--- config.mk ---
export PLATFORM = sky130hd
export DESIGN_NAME = dmem_arbiter
export DESIGN_NICKNAME = d
export VERILOG_FILES = /design/src/rtl/dmem_arbiter.sv
export SDC_FILE = /design/constraint.sdc
export NUM_CORES = 1
export LEC_CHECK = 0
export ABC_AREA = 1
export BUFFER_PORTS_ARGS = -buffer_cell sky130_fd_sc_hd__buf_4
export CORE_AREA = 2 2 116 118
export DETAILED_ROUTE_END_ITERATION = 16
export DIE_AREA = 0 0 118 120
export HOLD_SLACK_MARGIN = 0.1
export SLEW_MARGIN = 40
export SYNTH_ARGS = -nofsm -noshare
export SYNTH_HDL_FRONTEND = slang
export SYNTH_SLANG_ARGS = --single-unit
--- constraint.sdc ---
create_clock -name clk -period 3.6 [get_ports clk]
set_clock_uncertainty 0.2 [all_clocks]
set_input_delay 0.36 -clock clk [delete_from_list [all_inputs] [get_ports clk]]
set_output_delay 0.36 -clock clk [all_outputs]
set_load 0.005 [all_outputs]
--- src/rtl/dmem_arbiter.sv ---
// dmem_arbiter: two-port req/gnt arbiter in front of a single-port data memory.
// DMEM_ARB_FIXED_PRIO_EN selects fixed port-0 priority instead of round-robin.
module dmem_arbiter #(
    parameter int AW = 32,
    parameter int DW = 32
) (
    input  logic          clk,
    input  logic          rst,
    input  logic          p0_req,
    input  logic          p0_we,
    input  logic [AW-1:0] p0_addr,
    input  logic [DW-1:0] p0_wdata,
    output logic          p0_gnt,
    output logic          p0_rvalid,
    output logic [DW-1:0] p0_rdata,
    input  logic          p1_req,
    input  logic          p1_we,
    input  logic [AW-1:0] p1_addr,
    input  logic [DW-1:0] p1_wdata,
    output logic          p1_gnt,
    output logic          p1_rvalid,
    output logic [DW-1:0] p1_rdata,
    output logic          mem_en,
    output logic          mem_we,
    output logic [AW-1:0] mem_addr,
    output logic [DW-1:0] mem_wdata,
    input  logic [DW-1:0] mem_rdata
);
    typedef enum logic {IDLE, RDRESP} state_t;
    state_t state_q, state_d;
    logic owner_q, owner_d;
    logic win0, win1, idle_ok, rd_grant, resp;
`ifdef DMEM_ARB_FIXED_PRIO_EN
    assign win0 = p0_req;
`else
    logic ptr_q, ptr_d;
    assign win0 = p0_req & (~p1_req | ~ptr_q);
    assign ptr_d = p0_gnt ? 1'b1 : p1_gnt ? 1'b0 : ptr_q;
    always_ff @(posedge clk) ptr_q <= rst ? 1'b0 : ptr_d;
`endif
    assign win1 = p1_req & ~win0;
    assign idle_ok = (state_q == IDLE) & ~rst;
    assign p0_gnt = idle_ok & win0;
    assign p1_gnt = idle_ok & win1;
    assign mem_en = p0_gnt | p1_gnt;
    assign mem_we = p0_gnt ? p0_we : p1_gnt ? p1_we : 1'b0;
    assign mem_addr = p0_gnt ? p0_addr : p1_gnt ? p1_addr : '0;
    assign mem_wdata = p0_gnt ? p0_wdata : p1_gnt ? p1_wdata : '0;
    assign rd_grant = mem_en & ~mem_we;
    always_comb begin
        state_d = IDLE;
        owner_d = owner_q;
        if (state_q == IDLE && rd_grant) begin
            state_d = RDRESP;
            owner_d = p1_gnt;
        end
    end
    always_ff @(posedge clk) begin
        if (rst) begin
            state_q <= IDLE;
            owner_q <= 1'b0;
        end else begin
            state_q <= state_d;
            owner_q <= owner_d;
        end
    end
    // Gating with rst drops a read that was in flight when reset hit.
    assign resp = (state_q == RDRESP) & ~rst;
    assign p0_rvalid = resp & ~owner_q;
    assign p1_rvalid = resp & owner_q;
    assign p0_rdata = p0_rvalid ? mem_rdata : '0;
    assign p1_rdata = p1_rvalid ? mem_rdata : '0;
endmodule

Word-level counts from Yosys, hierarchy flattened --
Cells that the tools add are included.
Storage, ports and cells: register bits 3, input port bits 166, word-level logic and storage cells 34
Operators by class: muxes and demuxes 11, bitwise logic cells 18, reductions and logical operators 2
Operators by type and width (count):
- $mux 32 | 6
- $and 1x1->1 | 9
- $not 1->1 | 7
- $mux 1 | 5
- $or 1x1->1 | 2
- $reduce_bool 2->1 | 1
- $logic_and 1x1->1 | 1

Depth between registers and ports, before layout --
word-level depth 12, gate-level depth with buffers 6, gate-level depth less buffers 6

Worst setup path after synthesis --
No wires, ideal clock.
kind input to output, from input rst, to output mem_addr[13], data arrival time 1.105 ns, required time 3.040 ns, path slack 1.935 ns, stages 6, path buffers 2, path through nor2_4 -> nand2_2 -> a21oi_2 -> buf_6 -> buf_6 -> a22o_1
Between the ends: longest elaborated chain between the ends 5
RTL lines:
- from (decl) | RTL line 8 | input logic rst,
- $not 1->1 * | RTL line 42 | assign idle_ok = (state_q == IDLE) & ~rst;
- $and 1x1->1 * | RTL line 42
- $and 1x1->1 | RTL line 44 | assign p1_gnt = idle_ok & win1;
- $mux 32 | RTL line 47 | assign mem_addr = p0_gnt ? p0_addr : p1_gnt ? p1_addr : '0;
- $mux 32 * | RTL line 47
- to (decl) | RTL line 25 | output logic [AW-1:0] mem_addr,
Mark *: on every way between the ends. The rest lies on a longest branch, timed or not.

Final worst setup path --
from register state_q, to output mem_wdata[7]
Between the ends: longest elaborated chain between the ends 5
RTL lines:
- from (decl) | RTL line 30 | state_t state_q, state_d;
- from (signal assigned) | RTL line 63 | state_q <= state_d;
- $not 1->1 * | RTL line 42
- $and 1x1->1 * | RTL line 42
- $and 1x1->1 | RTL line 44
- $mux 32 | RTL line 48 | assign mem_wdata = p0_gnt ? p0_wdata : p1_gnt ? p1_wdata : '0;
- $mux 32 * | RTL line 48
- to (decl) | RTL line 26 | output logic [DW-1:0] mem_wdata,
Marked as above.

==> flow_summary_export.csv <==
group,metric,value,unit
run_status,status,"complete, no violations",
sta,setup_viol_count_final,0,
worst_setup_path,worstPathRequired,3040,ps
route,via_count,2615,
route,detail-route-antenna-nets,0,
placement,dp_hpwl,8.425,mm
pwr,leakage,2.174,nW
route,finalWirelength,9.528,mm
clock_tree,post_cts_buffers,0,
route,drt-wirelength-per-cell,14.26,µm
placement,gp_congestion,0.7662,
synthesis,synth_cell_types,18,
sta,max-slew-margin-rel,0.5593,
worst_setup_path,critPathMaxFanout,65,
global_route,grt_pass1_vias,2554,
worst_setup_path,crit_path_frequent_cell,"buf_4",
clock_tree,post_cts_resized,0,
synthesis,synth_fp_nets,373,
global_route,grt_pass1_wl,13.64,mm
finish,design_area,3679,µm²
finish,layout.cells.non_filler,668,
sta,holdWs,164.3,ps
sta,slew_viol_final,0,
worst_setup_path,worst_path_max_delay_cell,"buf_4",
clock_tree,path_clk_slew,30,ps
clock_tree,clockRootBuffer,"clkbuf_16",
sta,finalHoldViolCount,0,
clock_tree,ctsLongestPathBuffers,2,
clock_tree,numCtsBuffers,3,
pwr,ir_worst_vdd,0.1213,mV
route,viasPerCell,3.915,
global_route,grt_overflow,0,
finish,syn_to_final_growth,195.5,%
worst_setup_path,cp_num_buf_inv,2,
global_route,grt_max_degree,66,
clock_tree,cts_hold_buffers,0,
floorplan,die-area,14160,µm²
sta,grt_setup_unrepaired,"false",
worst_setup_path,crit_path_end_kind,"primary output",
worst_setup_path,cp-start-kind,"flip-flop",
floorplan,dieHeight,120,µm
finish,nFillCells,1406,
synthesis,avgSynthCellArea,6.014,µm²
synthesis,ys_seq_area_frac,0.04824,
finish,final_cell_mix,"buf_4 (300), nor2_1 (64), a22o_1 (64), inv_1 (35), nand2_1 (6)",
finish,drive_gt1_frac,0.6354,
worst_setup_path,crit_family,"buffers and inverters",
sta,fin_crit_sh,0.6797,
worst_setup_path,arrival,1890,ps
placement,portBuffers,299,
clock_tree,cts_tree,"built",
synthesis,synth-seq-cells,3,
worst_setup_path,crit_chain,"nor2_4 -> nand2_2 -> a21oi_4 -> buf_4 -> a22o_1 -> buf_4",
pwr,pwr_density_cell,166.3,nW/µm²
placement,placed_area,3597,µm²
route,first_pass_iters,4,
route,first_iter_violations,91,
synthesis,syn-instance-count,207,
min_path,hold_path_startpoint,"rst",
sta,period_needed,2447,ps
min_path,hp-class,"input port to flip-flop",
worst_setup_path,max_stage_delay,530,ps
worst_setup_path,critPathKind,"flip-flop to primary output",
synthesis,yosysWarnings,0,
floorplan,initial_core_util,0.09591,
finish,multi_input_area,919.6,µm²
route,route.detailed.drc,0,
clock_tree,clock_latency,220,ps
sta,tightest_slew,661.1,ps
clock_tree,htree_levels,1,
floorplan,fp.dieW,118,µm
worst_setup_path,crit_path_start,"state_q",
synthesis,syn-cell-area,1245,µm²
flow_run,max_cap_viol_count,0,
floorplan,design.core.area,12980,µm²
sta,tns,0,ps
sta,max_freq,408.7,MHz
placement,dpl.cell_count,663,
floorplan,num_io_pins,300,
worst_setup_path,crit-reg2reg-launch,"ptr_q",
finish,final_nets,658,
pwr,power.total,0.0006119,W
global_route,antenna_found_initial,1,
global_route,grt_usage,0.1213,
finish,seq_area,60.06,µm²
clock_tree,cts_sinks,3,
floorplan,core.rowCount,42,
finish,final_common_cell,"buf_4",
==> flip-flops by register name, summed over array words and instances (netlist names) <==
name / flops
ptr_q: 1
state_q: 1
owner_q: 1
==> path summary, 6_finish.rpt <==
kind                        to  slack, ps  cells after the start
setup / recovery  mem_wdata[7]       1150                      6
hold / removal         owner_q        160                      2
setup reg to reg       owner_q       2350                      6
hold reg to reg          ptr_q        270                      2
==> per-layer routing <==
| metal | vias up | track usage | part of all wire |
|---|---|---|---|
| li1 | 1274 | - | - |
| met1 | 1161 | 0.1421 | 0.40 |
| met2 | 170 | 0.2191 | 0.49 |
| met3 | 10 | 0.03184 | 0.083 |
| met4 | 0 | 0.03087 | 0.022 |
| met5 | - | 0 | 0 |
==> stage by stage <==
stage	util	worst slack [ps]
6_report	0.2834	1153
5_1_grt	0.2834	1029
4_1_cts	0.2832	1161
3_5_place_dp	0.2771	1192
3_3_place_gp	0.2769	1110
2_1_floorplan	-	1935
==> Yosys cell counts (all sizes together) <==
cell	number	share of area
a21oi	2	0.011
nor3	2	0.016
buf	14	0.086
nor2	65	0.20
a22o	64	0.45
nand3	3	0.016
inv	38	0.11
o21ai	1	0.0040
clkbuf	6	0.018
nand2	7	0.023
dfxtp	3	0.048
nand4	2	0.010
==> power by group <==
group          switching [W]  internal [W]  leakage [nW]  total (W)
logic               0.000149      0.000248          2.11   0.000397
registers         0.00000250     0.0000371        0.0248  0.0000396
clock network      0.0000292      0.000146        0.0382   0.000175
total               0.000181      0.000431          2.17   0.000612
==> cell type report <==
| cell class | instances | share of cell area |
|---|---|---|
| multi-input cells | 146 | 0.2500 |
| clock buffers | 4 | 0.02143 |
| repair buffers | 300 | 0.6122 |
| diodes | 1 | 0.0006803 |
| well taps | 176 | 0.05986 |
| inverters | 38 | 0.03946 |
| flip-flops and latches | 3 | 0.01633 |
==> cells by family (layout without fill, tap and decap cells) <==
group / Yosys count / in the layout / synth area share
AND/OR/NAND/NOR: 79 / 79 / 0.2673
AO/OA/AOI/OAI: 67 / 67 / 0.4653
buffers and inverters: 58 / 342 / 0.2191
flip-flops: 3 / 3 / 0.04824
other: 0 / 1 / 0
Power figures use the tool's default switching activity.
